==> src/rtl/sm_accum_if.sv <==
// Bundle of the sample stream, adder handshake and frame-sum result signals.
// slave is the controller's view; master is the surrounding logic's view.
interface sm_accum_if;
    logic        s_valid;
    logic [23:0] s_data;
    logic        s_ready;
    logic [23:0] add_a;
    logic [23:0] add_b;
    logic        add_en;
    logic [23:0] add_out;
    logic        add_done;
    logic        sum_valid;
    logic [23:0] sum_data;
    logic        err;

    modport slave (
        input  s_valid, s_data, add_out, add_done,
        output s_ready, add_a, add_b, add_en, sum_valid, sum_data, err
    );

    modport master (
        output s_valid, s_data, add_out, add_done,
        input  s_ready, add_a, add_b, add_en, sum_valid, sum_data, err
    );
endinterface

==> src/rtl/sm_accum_ctrl.sv <==
// Frame accumulator for sign-magnitude samples using an external multi-cycle adder.
// Define SMACC_TIMEOUT_EN to abort an adder wait after TIMEOUT_CYC cycles and raise err.
module sm_accum_ctrl #(
    parameter int N_SAMPLES   = 16,
    parameter int TIMEOUT_CYC = 15
) (
    input  logic      clk,
    input  logic      rst,
    sm_accum_if.slave bus
);
    localparam int CNT_W = 8;

    generate
        if (N_SAMPLES < 2 || N_SAMPLES > 255 || TIMEOUT_CYC < 1) begin : g_param_check
            $error("sm_accum_ctrl: N_SAMPLES must be 2..255 and TIMEOUT_CYC >= 1");
        end
    endgenerate

    typedef enum logic [1:0] {
        IDLE  = 2'd0,
        ISSUE = 2'd1,
        WAIT  = 2'd2,
        EMIT  = 2'd3
    } state_t;

    state_t             state_reg, state_next;
    logic [23:0]        acc_reg, acc_next;
    logic [23:0]        sample_reg, sample_next;
    logic [CNT_W-1:0]   count_reg, count_next;
    logic [23:0]        sum_data_reg, sum_data_next;
    logic               sum_valid_reg, sum_valid_next;
    logic               timeout_hit;

    logic               overflow;
    logic [23:0]        raw_sum;
    logic [23:0]        corrected;

    // Same-sign addition whose magnitude shrank has wrapped past 23 bits.
    assign overflow  = (acc_reg[23] == sample_reg[23]) &&
                       (bus.add_out[22:0] < acc_reg[22:0]);
    assign raw_sum   = overflow ? {acc_reg[23], 23'h7FFFFF} : bus.add_out;
    assign corrected = (raw_sum[22:0] == 23'd0) ? 24'h000000 : raw_sum;

`ifdef SMACC_TIMEOUT_EN
    localparam int TMO_W = $clog2(TIMEOUT_CYC + 1);

    logic [TMO_W-1:0] tmo_reg, tmo_next;
    logic             err_reg, err_next;

    always_comb begin
        tmo_next    = tmo_reg;
        err_next    = err_reg;
        timeout_hit = 1'b0;
        if (state_reg == ISSUE) begin
            tmo_next = '0;
        end else if (state_reg == WAIT && !bus.add_done) begin
            if (tmo_reg == TMO_W'(TIMEOUT_CYC - 1)) begin
                timeout_hit = 1'b1;
                err_next    = 1'b1;
            end else begin
                tmo_next = tmo_reg + 1'b1;
            end
        end
    end

    always_ff @(posedge clk) begin
        if (rst) begin
            tmo_reg <= '0;
            err_reg <= 1'b0;
        end else begin
            tmo_reg <= tmo_next;
            err_reg <= err_next;
        end
    end

    assign bus.err = err_reg;
`else
    assign timeout_hit = 1'b0;
    assign bus.err     = 1'b0;
`endif

    always_comb begin
        state_next     = state_reg;
        acc_next       = acc_reg;
        sample_next    = sample_reg;
        count_next     = count_reg;
        sum_data_next  = sum_data_reg;
        sum_valid_next = 1'b0;
        case (state_reg)
            IDLE: begin
                if (bus.s_valid) begin
                    sample_next = bus.s_data;
                    state_next  = ISSUE;
                end
            end
            ISSUE: begin
                state_next = WAIT;
            end
            WAIT: begin
                if (bus.add_done) begin
                    acc_next   = corrected;
                    count_next = count_reg + 1'b1;
                    if (count_reg == CNT_W'(N_SAMPLES - 1)) begin
                        state_next = EMIT;
                    end else begin
                        state_next = IDLE;
                    end
                end else if (timeout_hit) begin
                    // The sample is dropped: accumulator and count are left as they were.
                    state_next = IDLE;
                end
            end
            EMIT: begin
                sum_data_next  = acc_reg;
                sum_valid_next = 1'b1;
                acc_next       = '0;
                count_next     = '0;
                state_next     = IDLE;
            end
            default: begin
                state_next = IDLE;
            end
        endcase
    end

    always_ff @(posedge clk) begin
        if (rst) begin
            state_reg     <= IDLE;
            acc_reg       <= '0;
            sample_reg    <= '0;
            count_reg     <= '0;
            sum_data_reg  <= '0;
            sum_valid_reg <= 1'b0;
        end else begin
            state_reg     <= state_next;
            acc_reg       <= acc_next;
            sample_reg    <= sample_next;
            count_reg     <= count_next;
            sum_data_reg  <= sum_data_next;
            sum_valid_reg <= sum_valid_next;
        end
    end

    // Strobes are masked while rst is high so nothing handshakes during reset.
    assign bus.s_ready   = (state_reg == IDLE) && !rst;
    assign bus.add_en    = (state_reg == ISSUE) && !rst;
    assign bus.sum_valid = sum_valid_reg && !rst;
    assign bus.add_a     = acc_reg;
    assign bus.add_b     = sample_reg;
    assign bus.sum_data  = sum_data_reg;
endmodule

==> src/flat_wrapper.sv <==
// flat-port wrapper written by rule: the top's interface ports become plain ports
module sm_accum_ctrl_flat 
#(
    parameter int N_SAMPLES   = 16,
    parameter int TIMEOUT_CYC = 15
)
  (clk, rst, bus_s_valid, bus_s_data, bus_add_out, bus_add_done, bus_s_ready, bus_add_a, bus_add_b, bus_add_en, bus_sum_valid, bus_sum_data, bus_err);
  sm_accum_if bus_i ();
  input  logic clk;
  input  logic rst;
  input wire logic [$bits(bus_i.s_valid)-1:0] bus_s_valid;
  input wire logic [$bits(bus_i.s_data)-1:0] bus_s_data;
  input wire logic [$bits(bus_i.add_out)-1:0] bus_add_out;
  input wire logic [$bits(bus_i.add_done)-1:0] bus_add_done;
  output wire logic [$bits(bus_i.s_ready)-1:0] bus_s_ready;
  output wire logic [$bits(bus_i.add_a)-1:0] bus_add_a;
  output wire logic [$bits(bus_i.add_b)-1:0] bus_add_b;
  output wire logic [$bits(bus_i.add_en)-1:0] bus_add_en;
  output wire logic [$bits(bus_i.sum_valid)-1:0] bus_sum_valid;
  output wire logic [$bits(bus_i.sum_data)-1:0] bus_sum_data;
  output wire logic [$bits(bus_i.err)-1:0] bus_err;
  assign bus_i.s_valid = bus_s_valid;
  assign bus_i.s_data = bus_s_data;
  assign bus_i.add_out = bus_add_out;
  assign bus_i.add_done = bus_add_done;
  assign bus_s_ready = bus_i.s_ready;
  assign bus_add_a = bus_i.add_a;
  assign bus_add_b = bus_i.add_b;
  assign bus_add_en = bus_i.add_en;
  assign bus_sum_valid = bus_i.sum_valid;
  assign bus_sum_data = bus_i.sum_data;
  assign bus_err = bus_i.err;
  sm_accum_ctrl #(.N_SAMPLES(N_SAMPLES), .TIMEOUT_CYC(TIMEOUT_CYC)) u_core (.clk(clk), .rst(rst), .bus(bus_i));
endmodule
==> config.mk <==
export PLATFORM = sky130hd
export DESIGN_NAME = sm_accum_ctrl_flat
export DESIGN_NICKNAME = d
export VERILOG_FILES = /design/src/rtl/sm_accum_if.sv /design/src/rtl/sm_accum_ctrl.sv /design/src/flat_wrapper.sv
export SDC_FILE = /design/constraint.sdc
export NUM_CORES = 1
export LEC_CHECK = 0
export CAP_MARGIN = 40
export CORE_ASPECT_RATIO = 0.8
export CORE_MARGIN = 2
export CORE_UTILIZATION = 45
export CTS_CLUSTER_DIAMETER = 30
export DETAILED_ROUTE_END_ITERATION = 8
export PLACE_DENSITY_LB_ADDON = 0.25
export SLEW_MARGIN = 0
export SYNTH_ARGS = -nofsm -noshare
export SYNTH_HDL_FRONTEND = slang
export SYNTH_SLANG_ARGS = --single-unit
==> constraint.sdc <==
create_clock -name clk -period 2.7 [get_ports clk]
set_input_delay 0.54 -clock clk [delete_from_list [all_inputs] [get_ports clk]]
set_output_delay 0.54 -clock clk [all_outputs]
set_load 0.03 [all_outputs]
Word-level counts from Yosys, hierarchy flattened. Index checks and enable logic that the tools add are counted.

Word-level logic and storage cells: 40. Output and inout bits: 76. Bits of input ports: 52. Register bits after elaboration: 83.

Eq/ne operators: 8. Mux-type cells: 11. $add $sub $neg: 1. Reductions and logical operators: 12. $lt $le $gt $ge: 1.

Operators by type and width (count): $mux W24 (3); $pmux W24 S2 (1); $logic_not A23 Y1 (1); $lt A23 B23 Y1 (1); $pmux W8 S2 (1); $add A8 B1 Y8 const B (1); $eq A8 B4 Y1 const B (1); $mux W8 (1); $pmux W2 S4 (1); $mux W2 (3); $reduce_and A2 Y1 (3); $eq A2 B2 Y1 const B (2); $logic_and A1 B1 Y1 (4); $ne A2 B2 Y1 const B (2); $ne A3 B3 Y1 const B (1); $reduce_and A3 Y1 (1); $eq A2 B1 Y1 const B (1); $logic_not A2 Y1 (1); $reduce_bool A2 Y1 (1); $eq A1 B1 Y1 (1); $logic_not A1 Y1 (1); $mux W1 (1).

Logic depth before layout (Yosys ltp). Gate-level depths: netlist of the first run.

Depth after elaboration: 7. Mapped depth: 10. Gate-level depth less buffers: 8.

Worst setup path after synthesis of the first run. OpenSTA, ideal clock, no wires.

Kind: register to register. From: register u_core.acc_reg[21], in the netlist u_core.bus.add_a[21]. To: register u_core.acc_reg[23], in the netlist u_core.bus.add_a[23]. Buffers on the path: 2. Slack: 0.462 ns. Arrival time: 2.121 ns. Period minus slack after synthesis: 2.238 ns. Cell stages (with the launch flop): 11. Library setup time: 0.117 ns. Data required time: 2.583 ns. Cells stage by stage: dfxtp_1 -> inv_1 -> ha_1 -> a21oi_2 -> nand2_1 -> a211oi_2 -> nand3_1 -> or2_1 -> buf_6 -> buf_8 -> a32o_1.

Longest elaborated chain between the ends: 7. Elaborated cells between the ends (all ways): 9. Classes of those cells: order compare: 1; eq/ne: 1; mux: 4; reduce/logical: 3.

Ends and longest elaborated chain: start: declaration (line sm_accum_ctrl.sv:27) `logic [23:0] acc_reg, acc_next;`; start signal: assignment (line sm_accum_ctrl.sv:136) `acc_reg <= acc_next;`; $lt A23 B23 Y1 (*) (line sm_accum_ctrl.sv:40) `(bus.add_out[22:0] < acc_reg[22:0]);`; $logic_and A1 B1 Y1 (*) (line sm_accum_ctrl.sv:39) `assign overflow = (acc_reg[23] == sample_reg[23]) &&`; $mux W24 (line sm_accum_ctrl.sv:41) `assign raw_sum = overflow ? {acc_reg[23], 23'h7FFFFF} : bus.add_out;`; $logic_not A23 Y1 (line sm_accum_ctrl.sv:42) `assign corrected = (raw_sum[22:0] == 23'd0) ? 24'h000000 : raw_sum;`; $mux W24 (line sm_accum_ctrl.sv:42); $mux W24 (line sm_accum_ctrl.sv:100) `if (bus.add_done) begin`; $pmux W24 S2 (line sm_accum_ctrl.sv:89) `case (state_reg)`.

Every way passes the cells marked *; elsewhere a longest branch is shown, timed or not. The select of a mux whose other input is x is not followed. A chain may end at the register's enable or synchronous reset.

Worst setup path in the final report of the first run.
From: input bus_add_out[21]. To: register u_core.acc_reg[0], in the netlist u_core.bus.add_a[0].

Longest elaborated chain between the ends: 7.

Ends and longest elaborated chain: start: declaration (line flat_wrapper.sv:13) `input wire logic [$bits(bus_i.add_out)-1:0] bus_add_out;`; $lt A23 B23 Y1 (line sm_accum_ctrl.sv:40); $logic_and A1 B1 Y1 (line sm_accum_ctrl.sv:39); $mux W24 (*) (line sm_accum_ctrl.sv:41); $logic_not A23 Y1 (line sm_accum_ctrl.sv:42); $mux W24 (*) (line sm_accum_ctrl.sv:42); $mux W24 (*) (line sm_accum_ctrl.sv:100); $pmux W24 S2 (*) (line sm_accum_ctrl.sv:89).

Marked as above.

==> reports/metrics.cfg, run 1 <==
[global_routing]
grt_usage_pct=22.9
grt_pass1_vias=3344
grt_max_degree=31
grt_overflow=0
grt_pass1_wl_mm=16.4
antenna_found_initial=0

[cts]
numCtsBuffers=9
cts_num_sinks=83
cts.clk_slew.worst_paths_ns=0.09
cts_max_path_buffers=2
cts_setup_buffers=0
clockRootBuffer=clkbuf_8
cts_resized=0
cts_tree=built
h-tree-depth=3
insertion_delay_ns=0.36
holdBufCountCts=0

[synthesis]
synth_top_cell_by_area=dfxtp_1
yosysTopAreaCellShare_pct=45.4
synth.avg_cell_area_sq_um=8.84
synthDistinctLibCells=39
synthesis.area_sq_um=3660
syn_nets=489
synth_edf_count=0
yosysWarnings=0
async_flop_share_pct=0
synth_area_leaders=dfxtp_1, nand2_1, ha_1
synth-seq-cells=83
ys_seq_area_share_pct=45.4
syn_inst=414
synthFlopType=dfxtp_1

[worst_setup_path]
end_kind=flop
crit_chain=clkdlybuf4s50_1 > ha_1 > nand4_1 > nor4_1 > o211a_1 > or2_1 > buf_12 > o22ai_1
crit_type=in2reg
critical_path.top_delay_family=simple AND/OR/NAND/NOR gates
crit_buf_inv=2
worstPathRequired_ns=2.94
cp_slowest_cell=clkdlybuf4s50_1
cp_slowest_stage_delay_ns=0.45
path_max_fanout=20
arrival_ns=2.65
cp-start-kind=input port

[flow_run]
cap_viol_max_count=0

[final_layout]
nets=616
area_growth_syn_to_layout_pct=43.2
final_util_pct=66.3
fin_cells=654
num_antenna_cells=0
drive_gt1_share_pct=8.97
n_fill_cell=687

[floorplan]
die_area_sq_um=8870
dieWidth_microns=105
fp-row-count=29
coreArea_sq_um=7910
chipHeight_microns=84.7
boundaryPins=128
initial_utilization_pct=46.3

[outcome]
run_status=complete, no violations

[hold_path]
min_path_type=reg2reg

[power]
ir_drop_uv=322
p_clk_share_pct=31.0
combPwrFrac_pct=19.8
p_sw_w=0.000809
p_int_w=0.00184
powerDensity_nw_per_um2=505
leakage_nw=1.90
swShare_pct=30.6
pwr-share-seq_pct=49.2

[timing]
relSlewSlack_pct=43.7
post-route-period-util_pct=89.5
skew_ns=0.00930
finalHoldViolations=0
min_period_ns=2.42
tightest_slew_ns=0.841
finalSetupViolCount=0
slew_violations=0
fin_ws_ns=0.282
max_freq_ghz=0.414
rsz0062_at_grt=no

[placed_design]
dp_hpwl_mm=7.47
place.gp.congestion=0.905
portBuffers=126
pre_cts_slack_ns=-0.0577
dp_cells=638

[drt]
drt_iter0_drc=161
viasPerCell=5.33
antenna_left=0
drc_errors=0
wl_per_cell_microns=15.5
via_count=3484
routed_wl_mm=10.1
drt_pass1_iterations=4

## cells by family after synthesis
family / Yosys count / synth area share, %
AOI/OAI and AO/OA: 119 / 23.6
xor gates and xnor gates: 7 / 1.68
adders and majority gates: 23 / 7.86
buffers and inverters: 53 / 6.32
DFF: 83 / 45.4
other: 1 / 0.102
and+or+nand+nor: 128 / 15.0
## routing by layer
metal / part of all wire [%] / wire length (microns) / global-route usage (%) / vias up
met4: 0.92 / 93 / 5.45 / 0
met2: 48 / 4890 / 37.7 / 101
met3: 5.4 / 546 / 6.21 / 8
met1: 46 / 4620 / 30.3 / 1650
met5: 0 / 0 / 0 / -
li1: - / - / - / 1725
## metrics by stage
step           instance area (sq um)  TNS, ns  power [W]  hold WS, ns
2_1_floorplan                   3660        0    0.00161        0.479
3_3_place_gp                    5070        0    0.00184        0.442
3_5_place_dp                    5070   -0.818    0.00185        0.448
4_1_cts                         5240        0    0.00266        0.460
5_1_grt                         5240        0    0.00276        0.478
6_report                        5240        0    0.00265        0.458
## final cells by class
class | count | area, sq um | share of cell area [%]
clock buffers | 9 | 124 | 2.36
clock inverters | 7 | 52.6 | 1.00
inverters | 25 | 93.8 | 1.79
multi-input cells | 278 | 1770 | 33.8
flip-flops and latches | 83 | 1660 | 31.7
well taps | 108 | 135 | 2.58
repair buffers | 144 | 1400 | 26.7
## synth_stat cells, types with 2 or more instances
master and n:
a21oi_1 47, a21oi_2 2, a221oi_1 5, a221oi_2 8
a22o_1 24, a22oi_1 11, and3_1 3, buf_1 2
buf_2 5, buf_4 2, clkbuf_1 17, dfxtp_1 83
ha_1 23, inv_1 25, nand2_1 78, nand3_1 7
nand4_1 7, nor2_1 18, nor3_1 3, nor4_1 7
o21ai_0 4, o22ai_1 11, xor2_1 6
## cells in the final DEF, fill, tap and decap left out, drive strengths merged, types with 3 or more instances in the layout
| master | instances |
|---|---|
| nor2 | 18 |
| ha | 23 |
| nor4 | 7 |
| a22oi | 11 |
| a221oi | 13 |
| dfxtp | 83 |
| buf | 20 |
| o21ai | 4 |
| a21oi | 49 |
| o22ai | 11 |
| clkdlybuf4s50 | 124 |
| clkinvlp | 4 |
| nand3 | 7 |
| nand2 | 78 |
| clkbuf | 9 |
| xor2 | 6 |
| nand4 | 7 |
| a22o | 24 |
| and3 | 3 |
| inv | 27 |
| nor3 | 3 |
## power groups by stage
stage	combinational (W)	sequential, W	clock, W
after floorplan	0.000215	0.00140	0
after global placement	0.000512	0.00133	0
after detailed placement	0.000520	0.00133	0
after CTS	0.000523	0.00130	0.000837
after global routing	0.000566	0.00131	0.000887
final	0.000523	0.00130	0.000820
## path summary, 6_finish.rpt
path                            depth (start not counted)  slack, ns                                 to                         startpoint
worst max register to register                          8       0.43   u_core.bus.add_a[0]$_SDFFE_PP0P_  u_core.bus.add_a[21]$_SDFFE_PP0P_
worst min register to register                          2       0.46  u_core.bus.add_b[21]$_SDFFE_PP0P_  u_core.bus.add_b[21]$_SDFFE_PP0P_
worst max-delay path                                    8       0.28   u_core.bus.add_a[0]$_SDFFE_PP0P_                    bus_add_out[21]
worst min-delay path                                    2       0.46  u_core.bus.add_b[21]$_SDFFE_PP0P_  u_core.bus.add_b[21]$_SDFFE_PP0P_
## worst min-delay path, delay by kind of cell, from the launching register on
kind,cells,cell delay (ns)
DFF,1,0.31
and+or+nand+nor,1,0.05
AOI/OAI and AO/OA,1,0.05
Power figures use the tool's default switching activity.
==> inputs of run 2 (changes only) <==
--- a/config.mk
+++ b/config.mk
@@ -12,7 +12,6 @@
 export CTS_CLUSTER_DIAMETER = 30
 export DETAILED_ROUTE_END_ITERATION = 8
 export PLACE_DENSITY_LB_ADDON = 0.25
-export SLEW_MARGIN = 0
 export SYNTH_ARGS = -nofsm -noshare
 export SYNTH_HDL_FRONTEND = slang
 export SYNTH_SLANG_ARGS = --single-unit
==> results of run 2 <==
Final layout, timing and power as in run 1 (identical DEF).
==> inputs of run 3 (changes only) <==
--- a/config.mk
+++ b/config.mk
@@ -11,6 +11,7 @@
 export CORE_UTILIZATION = 45
 export CTS_CLUSTER_DIAMETER = 30
 export DETAILED_ROUTE_END_ITERATION = 8
+export GPL_TIMING_DRIVEN = 0
 export PLACE_DENSITY_LB_ADDON = 0.25
 export SYNTH_ARGS = -nofsm -noshare
 export SYNTH_HDL_FRONTEND = slang
==> run 3 against run 2 <==
Compared with the run above:
- combinational power hardly changed
- register-to-register slack lost 0.11 ns
- sequential power barely moved
- first-iteration DRC count grew 28%
- fmax down 6.4%
- sequential cell count is the same
==> reports/metrics.cfg, run 3 (synthesis results as in run 1) <==
[worst_setup_path]
worstReg2RegStart=u_core.bus.add_a[21]$_SDFFE_PP0P_
reg2reg_depth=10  ; +2
critPathLaunch=bus_add_out[21]
arrival_ns=2.79  ; +0.14 ns
worstPathRequired_ns=2.91  ; -0.03 ns
cp-start-kind=input port
end_kind=flop
crit_type=in2reg
path_max_fanout=10  ; -50%

[global_routing]
grt_max_degree=14  ; -55%
grt_pass1_vias=3423  ; +2.4%
grt_usage_pct=24.0  ; +1.1 points
grt_overflow=0  ; unchanged
antenna_found_initial=0  ; unchanged
grt_pass1_wl_mm=16.9  ; +3.3%

[drt]
drt_pass1_iterations=5  ; +1
dr_wl_met2_mm=5.23  ; +7.1%
met3WireLength_microns=755  ; +38%
routed_wl_mm=10.7  ; +5.1%
met1Wirelength_mm=4.56  ; -1.1%
viasPerCell=5.43  ; +1.9%
via_count=3594  ; +3.2%
drc_errors=0  ; unchanged
wl_per_cell_microns=16.1  ; +3.8%
maxUsedRoutingLayer=met4
drt_iter0_drc=206  ; +28%
antenna_left=0  ; unchanged

[cts]
cts_resized=0  ; unchanged
numCtsBuffers=9  ; unchanged
cts_max_path_buffers=2  ; unchanged
holdBufCountCts=0  ; unchanged
h-tree-depth=3  ; unchanged
cts_tree=built
clockRootBuffer=clkbuf_8
cts_setup_buffers=0  ; unchanged
cts_num_sinks=83  ; unchanged
insertion_delay_ns=0.35  ; about the same
cts.clk_slew.worst_paths_ns=0.08  ; about the same

[hold_path]
min_path_cells=2  ; unchanged
min_path_type=reg2reg
min_from=u_core.bus.add_b[7]$_SDFFE_PP0P_

[flow_run]
cap_viol_max_count=0  ; unchanged

[final_layout]
final_cell_mix=clkdlybuf4s50_1, dfxtp_1, nand2_1
n_fill_cell=707  ; +2.9%
drive_gt1_share_pct=6.32  ; -2.7 points
area_growth_syn_to_layout_pct=43.7
nets=625  ; +1.5%
final_common_cell=clkdlybuf4s50_1
num_antenna_cells=0  ; unchanged
final_area_sq_um=5260  ; +0.31%

[power]
leakage_nw=1.89  ; -0.11%
fin_total_pwr_w=0.00279  ; +5.3%
powerDensity_nw_per_um2=530  ; +5.0%
ir_drop_uv=345  ; +7.1%

[placed_design]
portBuffers=125  ; -0.79%
placed_area_sq_um=5050  ; -0.40%
dp_hpwl_mm=8.04  ; +7.7%
place.gp.congestion=0.852  ; -5.9%

[timing]
skew_ns=0.0125  ; +0.00323 ns
post-route-period-util_pct=95.6  ; +6.1 points
max_freq_ghz=0.387  ; -6.4%
finalHoldViolations=0  ; unchanged
final.setup.tns_ns=0  ; unchanged
min_period_ns=2.58  ; +0.165 ns
tightest_slew_ns=0.653  ; -0.188 ns
slew_violations=0  ; unchanged
finalSetupViolCount=0  ; unchanged
rsz0062_at_grt=no
whs_ns=0.459  ; +0.00170 ns
relSlewSlack_pct=56.4  ; +13 points

[outcome]
run_status=complete, no violations

[floorplan]
chipHeight_microns=84.7  ; unchanged
fp-row-count=29  ; unchanged
initial_utilization_pct=46.3  ; unchanged
dieWidth_microns=105  ; unchanged
coreArea_sq_um=7910  ; unchanged
boundaryPins=128  ; unchanged
die_area_sq_um=8870  ; unchanged

-- run 3: changes by cell type in the layout (fill, tap and decap cells not counted), moves of 2 or more --
cell	before	now
buf_1	0	2
bufinv_16	0	2
inv_6	2	0
buf_4	18	2
buf_2	1	5
clkinvlp_4	4	0
clkbuf_1	0	18
-- run 3: path summary, 6_finish.rpt --
check / endpoint / slack (ns)
setup / recovery: u_core.bus.add_a[20]$_SDFFE_PP0P_ / 0.12
setup reg to reg: u_core.bus.add_a[20]$_SDFFE_PP0P_ / 0.32
hold reg to reg: u_core.bus.add_b[7]$_SDFFE_PP0P_ / 0.46
hold / removal: u_core.bus.add_b[7]$_SDFFE_PP0P_ / 0.46
-- run 3: area by class of cell --
type / count / area (sq um) / area share (%)
multi-input cells: 278 / 1770 / 33.7
clock buffers: 10 / 128 / 2.43
plain buffers: 28 / 138 / 2.62
inverters: 25 / 93.8 / 1.78
clock inverters: 5 / 78.8 / 1.50
repair buffers: 125 / 1250 / 23.8
well taps: 108 / 135 / 2.57
flip-flops and latches: 83 / 1660 / 31.6
-- run 3: per-layer routing --
layer / up-vias / GRT usage [%]
li1: 1743 / -
met1: 1714 / 31.1
met2: 125 / 40.2
met3: 12 / 6.52
met4: 0 / 5.70
met5: - / 0
-- run 3: through the flow --
stage | instances | setup slack (ns) | utilization [%]
6_report | 662 | 0.118 | 66.5
5_1_grt | 662 | 0.0614 | 66.5
4_1_cts | 662 | 0.110 | 66.4
3_5_place_dp | 647 | -0.273 | 63.8
3_3_place_gp | 647 | -0.254 | 63.8
2_1_floorplan | 414 | 0.462 | -
-- run 3: power by group --
group	leakage [nW]	total (W)	internal [W]	switching, W
Clock	0.106	0.000962	0.000515	0.000447
Combinational	1.11	0.000525	0.000226	0.000299
Sequential	0.674	0.00130	0.00127	0.0000342
Total	1.89	0.00279	0.00201	0.000781
-- run 3: critical path, stage by stage --
cell and delay, ns:
clkdlybuf4s50_1 0.48, ha_1 0.37, nand4_1 0.19, nor4_2 0.42, nand2_1 0.10, nand3_1 0.13, or2_1 0.13, buf_6 0.12
buf_4 0.18, o22ai_1 0.11
